==> config.mk <==
export PLATFORM = sky130hd
export DESIGN_NAME = tile_seq_drawer
export DESIGN_NICKNAME = d
export VERILOG_FILES = /design/src/rtl/tile_seq_drawer.sv
export SDC_FILE = /design/constraint.sdc
export NUM_CORES = 1
export LEC_CHECK = 0
export BUFFER_PORTS_ARGS = -buffer_cell sky130_fd_sc_hd__clkbuf_2
export CAP_MARGIN = 25
export CORE_UTILIZATION = 35
export CTS_BUF_LIST = sky130_fd_sc_hd__clkbuf_16
export CTS_CLUSTER_SIZE = 40
export DETAILED_ROUTE_END_ITERATION = 10
export GPL_ROUTABILITY_DRIVEN = 0
export PLACE_DENSITY_LB_ADDON = 0.08
export REMOVE_ABC_BUFFERS = 1
export SETUP_SLACK_MARGIN = 0.15
export SYNTH_ARGS = -nofsm -noshare
export SYNTH_HDL_FRONTEND = slang
export SYNTH_SLANG_ARGS = --single-unit
==> constraint.sdc <==
create_clock -name clock -period 3.45 [get_ports clock]
set_input_delay 0.1725 -clock clock [delete_from_list [all_inputs] [get_ports clock]]
set_output_delay 0.1725 -clock clock [all_outputs]
set_load 0.1 [all_outputs]
==> src/rtl/tile_seq_drawer.sv <==
// Tile sequence drawer: plays a list of grid tiles as draw, hold, erase
// sweeps of one pixel per cycle on a pixel-write port.
module tile_seq_drawer #(
  parameter int TILE_SIZE = 8,
  parameter int GRID_COLS = 2,
  parameter int GRID_ROWS = 2,
  parameter int SYM_W     = 2,
  parameter int SEQ_LEN   = 9,
  parameter int DWELL     = 4
) (
  input  logic                             clock,
  input  logic                             resetn,
  input  logic                             start,
  input  logic                             abort,
  input  logic                             mode,
  input  logic [SEQ_LEN*SYM_W-1:0]         seq,
  input  logic [$clog2(SEQ_LEN+1)-1:0]     len,
  input  logic [SYM_W-1:0]                 boot_sym,
  output logic [7:0]                       x,
  output logic [7:0]                       y,
  output logic [2:0]                       colour,
  output logic                             plot,
  output logic                             busy,
  output logic                             done,
  output logic [$clog2(SEQ_LEN+1)-1:0]     step
);

  localparam int LW = $clog2(SEQ_LEN+1);
  localparam int PW = (TILE_SIZE > 1) ? $clog2(TILE_SIZE) : 1;
  localparam int DW = (DWELL > 1) ? $clog2(DWELL) : 1;
  localparam int NT = GRID_COLS * GRID_ROWS;
  localparam logic [PW-1:0] PMAX = PW'(TILE_SIZE-1);
  localparam logic [DW-1:0] HMAX = DW'(DWELL-1);

  typedef enum logic [2:0] {
    S_IDLE, S_LOAD, S_DRAW, S_HOLD, S_ERASE, S_NEXT, S_DONE
  } state_t;

  state_t                     state, nxt;
  logic [SEQ_LEN*SYM_W-1:0]   seq_r;
  logic                       mode_r;
  logic [SYM_W-1:0]           boot_r;
  logic [LW-1:0]              len_r;
  logic [PW-1:0]              px, py;
  logic [DW-1:0]              hold_cnt;
  logic [7:0]                 bx, by;
  logic [2:0]                 col;
  logic [SYM_W-1:0]           sym;
  logic [7:0]                 dx, dy;
  logic [2:0]                 dc;
  logic                       last_px;
  logic                       sweeping;
  int                         sv;

  // Symbols are stored MSB-first within each slot.
  always_comb begin
    sym = '0;
    for (int k = 0; k < SEQ_LEN; k++) begin
      if (step == LW'(k)) begin
        for (int i = 0; i < SYM_W; i++) begin
          sym[SYM_W-1-i] = seq_r[k*SYM_W+i];
        end
      end
    end
    if (mode_r) sym = boot_r;
    sv = int'(sym);
    dx = '0;
    dy = '0;
    dc = 3'b111;
    if (sv < NT) begin
      dx = 8'((sv % GRID_COLS) * TILE_SIZE);
      dy = 8'((sv / GRID_COLS) * TILE_SIZE);
      dc = 3'(sv + 1);
    end
  end

  assign last_px  = (px == PMAX) && (py == PMAX);
  assign sweeping = (state == S_DRAW) || (state == S_ERASE);

  always_comb begin
    nxt = state;
    unique case (state)
      S_IDLE:  if (start) nxt = S_LOAD;
      S_LOAD:  nxt = (!mode_r && len_r == '0) ? S_DONE : S_DRAW;
      S_DRAW:  if (last_px) nxt = S_HOLD;
      S_HOLD:  if (hold_cnt == HMAX) nxt = S_ERASE;
      S_ERASE: if (last_px) nxt = S_NEXT;
      S_NEXT:  nxt = (mode_r || (step + LW'(1)) >= len_r) ? S_DONE : S_LOAD;
      S_DONE:  nxt = S_IDLE;
      default: nxt = S_IDLE;
    endcase
    if (abort && state != S_IDLE) nxt = S_IDLE;
  end

  always_ff @(posedge clock) begin
    if (!resetn) begin
      state    <= S_IDLE;
      seq_r    <= '0;
      mode_r   <= 1'b0;
      boot_r   <= '0;
      len_r    <= '0;
      step     <= '0;
      px       <= '0;
      py       <= '0;
      hold_cnt <= '0;
      bx       <= '0;
      by       <= '0;
      col      <= '0;
    end else begin
      state <= nxt;
      unique case (state)
        S_IDLE: begin
          if (start) begin
            seq_r  <= seq;
            mode_r <= mode;
            boot_r <= boot_sym;
            len_r  <= (len > LW'(SEQ_LEN)) ? LW'(SEQ_LEN) : len;
            step   <= '0;
          end
        end
        S_LOAD: begin
          bx <= dx;
          by <= dy;
          col <= dc;
          px <= '0;
          py <= '0;
        end
        S_DRAW, S_ERASE: begin
          hold_cnt <= '0;
          if (px == PMAX) begin
            px <= '0;
            py <= (py == PMAX) ? '0 : py + PW'(1);
          end else begin
            px <= px + PW'(1);
          end
        end
        S_HOLD: hold_cnt <= hold_cnt + DW'(1);
        S_NEXT: step <= step + LW'(1);
        default: ;
      endcase
    end
  end

  assign plot   = sweeping;
  assign x      = sweeping ? bx + 8'(px) : 8'd0;
  assign y      = sweeping ? by + 8'(py) : 8'd0;
  assign colour = (state == S_DRAW) ? col : 3'b000;
  assign busy   = (state != S_IDLE);
  assign done   = (state == S_DONE);

endmodule
==> run_summary.xml, run 1 <==
<?xml version="1.0" encoding="UTF-8"?>
<metrics>
  <group name="status">
    <metric name="status" unit="">complete, no violations</metric>
  </group>
  <group name="yosys">
    <metric name="synthFlopType" unit="">dfxtp_1</metric>
    <metric name="yosysTopAreaCellShare" unit="%">33.66</metric>
    <metric name="synth_area_leader_cell" unit="">dfxtp_1</metric>
    <metric name="netlist-cell-type-count" unit="">53</metric>
    <metric name="yosys_warnings" unit="">0</metric>
    <metric name="asyncSetResetFlopFracSynth" unit="%">0</metric>
    <metric name="average_instance_area_after_synthesis" unit="µm²">8.013</metric>
    <metric name="syn_area" unit="µm²">2676</metric>
    <metric name="yosys-top-cells-area" unit="">dfxtp_1 (34%), nand2_1 (9.8%), ha_1 (6.5%)</metric>
    <metric name="post_synthesis_sequential_area_ratio" unit="%">33.66</metric>
    <metric name="syn-instance-count" unit="">334</metric>
    <metric name="synth_edf_count" unit="">0</metric>
    <metric name="ys_seq_elements" unit="">45</metric>
  </group>
  <group name="detailed_routing">
    <metric name="antenna_violating_nets_post_route" unit="">0</metric>
    <metric name="finalWirelength" unit="mm">6.025</metric>
    <metric name="dr.first_iter.drc_count" unit="">89</metric>
    <metric name="wl_per_cell" unit="µm">12.93</metric>
    <metric name="drc_errors" unit="">0</metric>
    <metric name="drtPass1Iterations" unit="">4</metric>
    <metric name="routed-via-count" unit="">2285</metric>
    <metric name="vias_per_cell" unit="">4.903</metric>
  </group>
  <group name="power">
    <metric name="p_leak" unit="nW">1.274</metric>
    <metric name="cellPowerDensity" unit="nW/µm²">471.2</metric>
    <metric name="vdd_ir_drop_max" unit="µV">180.9</metric>
  </group>
  <group name="critical_path">
    <metric name="worst_path_largest_cell_delay" unit="ps">830</metric>
    <metric name="crit_fanout" unit="">20</metric>
    <metric name="crit_chain" unit="">nand2_1 &gt; a21oi_1 &gt; and2_1 &gt; clkbuf_2</metric>
    <metric name="critical_path.endpoint_type" unit="">output pin</metric>
    <metric name="timing.critical_path.from_type" unit="">flop</metric>
    <metric name="worst_ep_required_time" unit="ps">3280</metric>
    <metric name="critical-path-slowest-cell" unit="">dfxtp_1</metric>
    <metric name="timing.setup.critical_path_class" unit="">flop to output pin</metric>
    <metric name="rrSetupSlack" unit="ps">960</metric>
    <metric name="arrival" unit="ps">2690</metric>
  </group>
  <group name="clock_tree">
    <metric name="cts-buffers-inserted" unit="">5</metric>
    <metric name="cts.reportedPaths.clkPinSlew" unit="ps">70</metric>
    <metric name="insertion_delay" unit="ps">290</metric>
    <metric name="cts_resized" unit="">0</metric>
    <metric name="tritoncts_clock_tree" unit="">built</metric>
    <metric name="cts.sinks" unit="">45</metric>
    <metric name="clock_tree.buffer_depth" unit="">2</metric>
    <metric name="cts_root_buffer" unit="">clkbuf_16</metric>
    <metric name="cts-htree-levels" unit="">2</metric>
    <metric name="post_cts_hold_buffer_count" unit="">0</metric>
    <metric name="post-cts-setup-buffer-count" unit="">0</metric>
  </group>
  <group name="floorplan">
    <metric name="die_h" unit="µm">89.45</metric>
    <metric name="chipWidth" unit="µm">89.45</metric>
    <metric name="coreArea" unit="µm²">7331</metric>
    <metric name="num_rows" unit="">31</metric>
    <metric name="design.die.area" unit="µm²">8000</metric>
    <metric name="initial_core_util" unit="%">36.51</metric>
    <metric name="io-pin-count" unit="">55</metric>
  </group>
  <group name="sta">
    <metric name="timing.final.crit_share" unit="%">82.88</metric>
    <metric name="slew_violations" unit="">0</metric>
    <metric name="actual_transition_at_the_worst_max_transition_pin" unit="ps">998.9</metric>
    <metric name="period_needed" unit="ps">2859</metric>
    <metric name="slew_headroom" unit="%">33.41</metric>
    <metric name="finalSetupViolCount" unit="">0</metric>
    <metric name="timing_hold_violations_final" unit="">0</metric>
    <metric name="grt_setup_unrepaired" unit="">no</metric>
    <metric name="fin_hold_ws" unit="ps">102.8</metric>
    <metric name="worst_clock_skew" unit="ps">7.849</metric>
    <metric name="clock.fmax" unit="GHz">0.3497</metric>
  </group>
  <group name="cells_and_area">
    <metric name="layout.cells.non_filler" unit="">466</metric>
    <metric name="num_antenna_cells" unit="">0</metric>
    <metric name="num-nets-final" unit="">409</metric>
    <metric name="drive_above_1_share" unit="%">16.08</metric>
    <metric name="layout.cells.most_common_list" unit="">nand2_1 (70), clkbuf_2 (46), dfxtp_1 (45)</metric>
    <metric name="synthToLayoutAreaGrowth" unit="%">14.03</metric>
    <metric name="fill_cells" unit="">766</metric>
    <metric name="mostFrequentLayoutCell" unit="">nand2_1</metric>
  </group>
  <group name="grt">
    <metric name="grt_pass1_vias" unit="">2054</metric>
    <metric name="grt_start_max_net_pins" unit="">29</metric>
    <metric name="gr-total-overflow" unit="">0</metric>
    <metric name="grt_use_total" unit="%">16.19</metric>
    <metric name="antenna_violations_before_repair" unit="">0</metric>
    <metric name="grt_pass1_wl" unit="mm">9.887</metric>
  </group>
  <group name="place">
    <metric name="dp.final_hpwl" unit="mm">4.214</metric>
    <metric name="dp.cells" unit="">458</metric>
    <metric name="port-buffer-count" unit="">46</metric>
  </group>
  <group name="min_path">
    <metric name="worst_hold_path_type" unit="">input pin to flop</metric>
  </group>
  <group name="job">
    <metric name="cap_viol_max_count" unit="">0</metric>
  </group>
</metrics>
[final timing paths]
path / from / endpoint / cells after the start
min reg2reg: seq_r[6] / seq_r[6] / 2
min: seq[0] / seq_r[0] / 3
max reg2reg: step[0] / col[1] / 8
max: state[2] / x[3] / 4
[cells by family (layout without fill, tap and decap cells)]
group	count (synthesis)	in the layout	synth area share, %
other	1	8	0.1401
adder cells (fa/ha/maj)	14	14	6.545
AO/OA/AOI/OAI	89	89	22.82
multiplexers	3	3	1.122
flip-flops	45	45	33.66
AND/OR/NAND/NOR	138	138	26.32
XOR/XNOR	2	2	0.6546
buffers and inverters	42	68	8.743
[layout make-up]
cell class	count	area, µm²	area share (%)
Inverter	13	58.81	1.927
Timing Repair Buffer	47	237.7	7.790
Tap cell	99	123.9	4.059
Multi-Input combinational cell	254	1568	51.37
Sequential cell	45	900.9	29.52
Clock buffer	5	125.1	4.100
Clock inverter	3	37.54	1.230
[Yosys cell counts, drive strengths merged (3+ instances only)]
master,instances
a21boi,30
a21oi,16
and2,14
and3,3
buf,22
clkbuf,7
dfxtp,45
ha,14
inv,13
mux2i,3
nand2,70
nand2b,5
nand3,4
nand3b,9
nor2,10
nor2b,5
nor3,4
nor3b,4
o211ai,3
o21ai,20
or3,3
[state kept, by name (all words and copies together), names as in the netlist]
register,cells
boot_r,2
bx,1
by,1
col,3
hold_cnt,2
len_r,4
mode_r,1
px,3
py,3
seq_r,18
state,3
step,4
[through the flow]
stage          worst slack, ps  utilization, %  cell area (µm²)  TNS (ps)   power, W
2_1_floorplan           -269.5               -             2527     -2156  0.0008321
3_3_place_gp              1034           39.41             2889         0  0.0009122
3_5_place_dp             941.2           39.41             2889         0  0.0009141
4_1_cts                  613.7           41.63             3052         0   0.001454
5_1_grt                  438.2           41.63             3052         0   0.001514
6_report                 590.8           41.63             3052         0   0.001438
[power breakdown]
group / leakage [nW] / internal (W) / total [W] / switching, W
Combinational: 0.825 / 0.0000949 / 0.000296 / 0.000201
Clock: 0.0826 / 0.000337 / 0.000539 / 0.000202
Sequential: 0.367 / 0.000559 / 0.000603 / 0.0000442
Total: 1.27 / 0.000991 / 0.00144 / 0.000447
[worst max-delay path, delay by kind of cell, from the launching register on]
family	cells	cell delay [ps]
compound gates	1	640
buf+inv	1	450
flops	1	830
simple gates	2	460
[layer usage]
layer  track usage, %  wire, µm  vias to the layer above
met5                0         0                        -
met4            5.051        77                        0
met3            4.063       270                        8
met2            25.26      2579                       53
met1            21.95      3098                     1020
li1                 -         -                     1204
No activity file was read; power rests on OpenSTA's default activity.
==> run 2: changes to the inputs <==
==> constraint.sdc (replaced) <==
create_clock -name clock -period 2.9 [get_ports clock]
set_input_delay 0.145 -clock clock [delete_from_list [all_inputs] [get_ports clock]]
set_output_delay 0.145 -clock clock [all_outputs]
set_load 0.1 [all_outputs]
==> run_summary.xml, run 2 (synthesized netlist as in run 1, its figures left out) <==
<?xml version="1.0" encoding="UTF-8"?>
<metrics>
  <group name="status">
    <metric name="status" unit="">complete, no violations</metric>
  </group>
  <group name="critical_path">
    <metric name="critical_path.endpoint_type" unit="">flop</metric>
    <metric name="crit_fanout" unit="">8</metric>
    <metric name="timing.critical_path.from_type" unit="">flop</metric>
    <metric name="worst_ep_required_time" unit="ps">3070</metric>
    <metric name="arrival" unit="ps">2600</metric>
    <metric name="timing.setup.critical_path_class" unit="">flop to flop</metric>
  </group>
  <group name="sta">
    <metric name="slew_violations" unit="">0</metric>
    <metric name="actual_transition_at_the_worst_max_transition_pin" unit="ps">979.2</metric>
    <metric name="finalSetupViolCount" unit="">0</metric>
    <metric name="setup_total_negative_slack" unit="ps">0</metric>
    <metric name="worst_clock_skew" unit="ps">3.947</metric>
    <metric name="period_needed" unit="ps">2424</metric>
    <metric name="timing_hold_violations_final" unit="">0</metric>
    <metric name="fin_hold_ws" unit="ps">76.17</metric>
    <metric name="clock.fmax" unit="GHz">0.4126</metric>
    <metric name="final.setup.worst_slack" unit="ps">476.3</metric>
    <metric name="timing.final.crit_share" unit="%">83.57</metric>
    <metric name="grt_setup_unrepaired" unit="">no</metric>
    <metric name="slew_headroom" unit="%">34.72</metric>
  </group>
  <group name="place">
    <metric name="port-buffer-count" unit="">46</metric>
    <metric name="dp_worst_setup_slack" unit="ps">474.7</metric>
    <metric name="dpl_cell_area" unit="µm²">2927</metric>
    <metric name="dp.final_hpwl" unit="mm">4.338</metric>
  </group>
  <group name="cells_and_area">
    <metric name="drive_above_1_share" unit="%">17.20</metric>
    <metric name="number_of_flip_flops_under_the_largest_register_name" unit="">18</metric>
    <metric name="layout.cells.most_common_list" unit="">nand2_1 (70), clkbuf_2 (46), dfxtp_1 (45)</metric>
    <metric name="regMostFlops" unit="">seq_r</metric>
    <metric name="postLayoutCellArea" unit="µm²">3067</metric>
    <metric name="synthToLayoutAreaGrowth" unit="%">14.59</metric>
    <metric name="largest_registers" unit="">seq_r x18, len_r x4, step x4</metric>
    <metric name="num_antenna_cells" unit="">0</metric>
    <metric name="utilization" unit="%">41.83</metric>
    <metric name="mostFrequentLayoutCell" unit="">nand2_1</metric>
    <metric name="num-nets-final" unit="">414</metric>
  </group>
  <group name="detailed_routing">
    <metric name="vias_per_cell" unit="">4.890</metric>
    <metric name="drtPass1Iterations" unit="">4</metric>
    <metric name="dr.first_iter.drc_count" unit="">43</metric>
    <metric name="drc_errors" unit="">0</metric>
    <metric name="routed-via-count" unit="">2303</metric>
    <metric name="wl_per_cell" unit="µm">12.87</metric>
    <metric name="finalWirelength" unit="mm">6.060</metric>
    <metric name="antenna_violating_nets_post_route" unit="">0</metric>
  </group>
  <group name="grt">
    <metric name="globalRouteMet2Util" unit="%">25.75</metric>
    <metric name="grt_start_max_net_pins" unit="">29</metric>
    <metric name="grt_use_total" unit="%">16.37</metric>
    <metric name="gr-usage-met1" unit="%">22.35</metric>
    <metric name="grt-busiest-layer" unit="">met2</metric>
    <metric name="grt_pass1_wl" unit="mm">10.04</metric>
    <metric name="antenna_violations_before_repair" unit="">0</metric>
    <metric name="grtUsageMet3" unit="%">3.509</metric>
    <metric name="grt_pass1_vias" unit="">2059</metric>
    <metric name="gr-total-overflow" unit="">0</metric>
  </group>
  <group name="floorplan">
    <metric name="design.die.area" unit="µm²">8000</metric>
    <metric name="coreArea" unit="µm²">7331</metric>
    <metric name="num_rows" unit="">31</metric>
    <metric name="initial_core_util" unit="%">36.51</metric>
    <metric name="die_h" unit="µm">89.45</metric>
    <metric name="chipWidth" unit="µm">89.45</metric>
    <metric name="io-pin-count" unit="">55</metric>
  </group>
  <group name="clock_tree">
    <metric name="insertion_delay" unit="ps">280</metric>
    <metric name="cts.reportedPaths.clkPinSlew" unit="ps">60</metric>
    <metric name="cts_resized" unit="">0</metric>
    <metric name="cts.sinks" unit="">45</metric>
    <metric name="post_cts_hold_buffer_count" unit="">0</metric>
    <metric name="clock_tree.buffer_depth" unit="">2</metric>
    <metric name="cts-buffers-inserted" unit="">5</metric>
    <metric name="post-cts-setup-buffer-count" unit="">0</metric>
    <metric name="cts-htree-levels" unit="">2</metric>
    <metric name="cts_root_buffer" unit="">clkbuf_16</metric>
    <metric name="tritoncts_clock_tree" unit="">built</metric>
  </group>
  <group name="job">
    <metric name="cap_viol_max_count" unit="">0</metric>
  </group>
  <group name="power">
    <metric name="vdd_ir_drop_max" unit="µV">205.0</metric>
    <metric name="cellPowerDensity" unit="nW/µm²">531.1</metric>
    <metric name="p_leak" unit="nW">1.290</metric>
  </group>
  <group name="min_path">
    <metric name="worst_hold_path_type" unit="">input pin to flop</metric>
  </group>
</metrics>
run 2: changes by cell type in the layout (fill, tap and decap cells not counted), sizes merged:
cell | before | now
buf | 1 | 6
bufinv | 1 | 0
clkinv | 1 | 0
clkinvlp | 0 | 1
inv | 14 | 15
run 2: power breakdown:
part	switching (W)	total (W)	internal (W)
sequential	0.0000452	0.000711	0.000666
combinational	0.000249	0.000371	0.000122
clock	0.000234	0.000547	0.000313
total	0.000528	0.00163	0.00110
run 2: layout make-up:
type                    count  area (µm²)
well taps                  99       123.9
clock buffers               5       125.1
clock inverters             3       15.01
inverters                  13       58.81
fillers                   788        4264
flip-flops and latches     45       900.9
multi-input cells         254        1568
repair buffers             52       275.3
run 2: final timing paths:
kind,start,slack (ps),end,cells past startpoint
worst min-delay path,seq[0],80,seq_r[0],3
worst min register to register,seq_r[7],460,seq_r[7],2
worst max-delay path,step[0],480,col[1],9
worst max register to register,step[0],480,col[1],9
run 2: per-layer routing:
layer	vias up	share of wire, %
met2	51	43
met3	7	4.4
met4	0	1.3
li1	1216	-
met1	1029	51
met5	-	0
run 2: worst max-delay path: stages (launching register included):
cell       delay (ps)
dfxtp_1           470
inv_1             110
ha_1              310
nor3b_1           170
a2111oi_0         390
o21ai_1           160
a21oi_1           250
ha_1              270
mux2i_1           130
nor2b_1            50
run 2: per-stage QoR:
| step | cells | total power (W) |
|---|---|---|
| after CTS | 471 | 0.001653 |
| after global routing | 471 | 0.001721 |
| final | 471 | 0.001629 |
| after detailed placement | 463 | 0.001100 |
| after global placement | 463 | 0.001100 |
| after floorplan | 312 | 0.0009900 |
==> run 3: changes to the inputs <==
==> constraint.sdc (replaced) <==
create_clock -name clock -period 2.3 [get_ports clock]
set_input_delay 0.115 -clock clock [delete_from_list [all_inputs] [get_ports clock]]
set_output_delay 0.115 -clock clock [all_outputs]
set_load 0.1 [all_outputs]
==> run_summary.xml, run 3 (synthesized netlist as in run 1, its figures left out) <==
<?xml version="1.0" encoding="UTF-8"?>
<metrics>
  <group name="status">
    <metric name="status" unit="">complete, no violations</metric>
  </group>
  <group name="clock_tree">
    <metric name="cts-htree-levels" unit="">2</metric>
    <metric name="clock_tree.buffer_depth" unit="">2</metric>
    <metric name="insertion_delay" unit="ps">280</metric>
    <metric name="cts-buffers-inserted" unit="">5</metric>
    <metric name="cts_root_buffer" unit="">clkbuf_16</metric>
    <metric name="cts.reportedPaths.clkPinSlew" unit="ps">60</metric>
    <metric name="post_cts_hold_buffer_count" unit="">0</metric>
    <metric name="tritoncts_clock_tree" unit="">built</metric>
    <metric name="cts.sinks" unit="">45</metric>
    <metric name="post-cts-setup-buffer-count" unit="">0</metric>
  </group>
  <group name="power">
    <metric name="p_leak" unit="nW">1.372</metric>
    <metric name="vdd_ir_drop_max" unit="µV">274.0</metric>
    <metric name="report.power.total" unit="W">0.002090</metric>
    <metric name="cellPowerDensity" unit="nW/µm²">629.9</metric>
  </group>
  <group name="cells_and_area">
    <metric name="largest_registers" unit="">seq_r x18, len_r x4, step x4</metric>
    <metric name="mostFrequentLayoutCell" unit="">nand2_1</metric>
    <metric name="regMostFlops" unit="">seq_r</metric>
    <metric name="number_of_flip_flops_under_the_largest_register_name" unit="">18</metric>
    <metric name="num-nets-final" unit="">423</metric>
    <metric name="utilization" unit="%">45.26</metric>
    <metric name="num_antenna_cells" unit="">0</metric>
    <metric name="synthToLayoutAreaGrowth" unit="%">23.98</metric>
    <metric name="drive_above_1_share" unit="%">23.10</metric>
    <metric name="layout.cells.most_common_list" unit="">nand2_1 (70), dfxtp_1 (41), clkbuf_2 (37)</metric>
  </group>
  <group name="sta">
    <metric name="slew_headroom" unit="%">63.07</metric>
    <metric name="fin_hold_ws" unit="ps">44.55</metric>
    <metric name="finalSetupViolCount" unit="">0</metric>
    <metric name="clock.fmax" unit="GHz">0.4936</metric>
    <metric name="slew_violations" unit="">0</metric>
    <metric name="period_needed" unit="ps">2026</metric>
    <metric name="grt_setup_unrepaired" unit="">yes</metric>
    <metric name="worst_clock_skew" unit="ps">5.086</metric>
    <metric name="timing_hold_violations_final" unit="">0</metric>
    <metric name="timing.final.crit_share" unit="%">88.08</metric>
    <metric name="actual_transition_at_the_worst_max_transition_pin" unit="ps">556.3</metric>
  </group>
  <group name="detailed_routing">
    <metric name="wl_per_cell" unit="µm">13.15</metric>
    <metric name="dr.first_iter.drc_count" unit="">84</metric>
    <metric name="vias_per_cell" unit="">4.869</metric>
    <metric name="drc_errors" unit="">0</metric>
    <metric name="antenna_violating_nets_post_route" unit="">0</metric>
    <metric name="routed-via-count" unit="">2337</metric>
    <metric name="drtPass1Iterations" unit="">4</metric>
    <metric name="finalWirelength" unit="mm">6.311</metric>
  </group>
  <group name="critical_path">
    <metric name="rrSetupSlack" unit="ps">270</metric>
    <metric name="worst_path_largest_cell_delay" unit="ps">370</metric>
    <metric name="worst_ep_required_time" unit="ps">2480</metric>
    <metric name="crit_fanout" unit="">7</metric>
    <metric name="critical_path.endpoint_type" unit="">flop</metric>
    <metric name="critical-path-slowest-cell" unit="">or3b_4</metric>
    <metric name="arrival" unit="ps">2200</metric>
    <metric name="timing.setup.critical_path_class" unit="">flop to flop</metric>
    <metric name="worst_path_most_repeated_cell" unit="">a21oi_2</metric>
    <metric name="cp_top_family" unit="">adder cells</metric>
    <metric name="worst_r2r_path_depth" unit="">10</metric>
    <metric name="cp.depth" unit="">10</metric>
    <metric name="timing.critical_path.from_type" unit="">flop</metric>
    <metric name="timing.critical_path.buf_inv" unit="">2</metric>
    <metric name="crit_chain" unit="">inv_2 &gt; ha_2 &gt; buf_6 &gt; or3b_4 &gt; a21oi_2 &gt; o31a_1 &gt; a21oi_2 &gt; ha_1 &gt; mux2i_1 &gt; nor2b_1</metric>
  </group>
  <group name="grt">
    <metric name="gr-total-overflow" unit="">0</metric>
    <metric name="grt_start_max_net_pins" unit="">31</metric>
    <metric name="antenna_violations_before_repair" unit="">0</metric>
    <metric name="grt_pass1_wl" unit="mm">10.36</metric>
    <metric name="grt_use_total" unit="%">17.00</metric>
    <metric name="grt_pass1_vias" unit="">2097</metric>
  </group>
  <group name="floorplan">
    <metric name="coreArea" unit="µm²">7331</metric>
    <metric name="die_h" unit="µm">89.45</metric>
    <metric name="initial_core_util" unit="%">36.51</metric>
    <metric name="chipWidth" unit="µm">89.45</metric>
    <metric name="design.die.area" unit="µm²">8000</metric>
    <metric name="num_rows" unit="">31</metric>
    <metric name="io-pin-count" unit="">55</metric>
  </group>
  <group name="min_path">
    <metric name="worst_hold_path.num_cells" unit="">3</metric>
    <metric name="worst_hold_path_type" unit="">input pin to flop</metric>
  </group>
  <group name="place">
    <metric name="port-buffer-count" unit="">46</metric>
    <metric name="dp.final_hpwl" unit="mm">4.733</metric>
  </group>
  <group name="job">
    <metric name="cap_viol_max_count" unit="">0</metric>
  </group>
</metrics>
-- run 3: cell count changes in the layout (fill, tap and decap cells not counted), moves of 3 or more --
cell,change
a21oi_1,-4
ha_2,+3
clkbuf_2,-9
a21oi_2,+4
buf_12,+9
dfxtp_2,+3
dfxtp_1,-4
buf_4,+8
ha_1,-3
-- run 3: power breakdown --
| part | leakage [nW] | total, W | internal [W] | switching [W] |
|---|---|---|---|---|
| clock network | 0.0724 | 0.000691 | 0.000395 | 0.000296 |
| logic | 0.930 | 0.000504 | 0.000179 | 0.000326 |
| registers | 0.370 | 0.000895 | 0.000839 | 0.0000568 |
-- run 3: worst paths after layout --
kind | startpoint | to
max | step[0] | col[1]
min | seq[10] | seq_r[10]
max reg2reg | step[0] | col[1]
min reg2reg | seq_r[14] | seq_r[14]
-- run 3: cell type report --
cell class              count  area, µm²
inverters                  13      58.81
clock inverters             3      15.01
clock buffers               5      125.1
repair buffers             61      481.7
multi-input cells         254       1605
well taps                  99      123.9
flip-flops and latches     45      908.4
fillers                   753       4013
-- run 3: what timing repair did --
item	in CTS	in global routing
gates resized for setup	2	16
pin swaps	0	1
endpoints found under the setup margin	2	11
-- run 3: worst register-to-register path, cell delays in order, from the launching register on --
cell and delay [ps]:
dfxtp_2 340, inv_2 60, ha_2 180, buf_6 120, or3b_4 370, a21oi_2 130, o31a_1 180, a21oi_2 50
ha_1 290, mux2i_1 130, nor2b_1 60
-- run 3: routing by layer --
| metal | global-route usage [%] | vias to the layer above | wire length (µm) | share of wire [%] |
|---|---|---|---|---|
| met4 | 4.762 | 0 | 48 | 0.76 |
| li1 | - | 1225 | - | - |
| met2 | 25.82 | 40 | 2791 | 44 |
| met5 | 0 | - | 0 | 0 |
| met3 | 3.047 | 4 | 173 | 2.7 |
| met1 | 24.57 | 1068 | 3297 | 52 |
-- run 3: through the flow --
stage | std cells | cell area (µm²) | setup TNS (ps) | setup slack, ps
4_1_cts | 480 | 3272 | 0 | 165.6
3_3_place_gp | 472 | 3129 | 0 | 177.3
6_report | 480 | 3318 | 0 | 274.1
2_1_floorplan | 312 | 2527 | -16800 | -1362
3_5_place_dp | 472 | 3129 | 0 | 96.96
5_1_grt | 480 | 3318 | 0 | 118.8
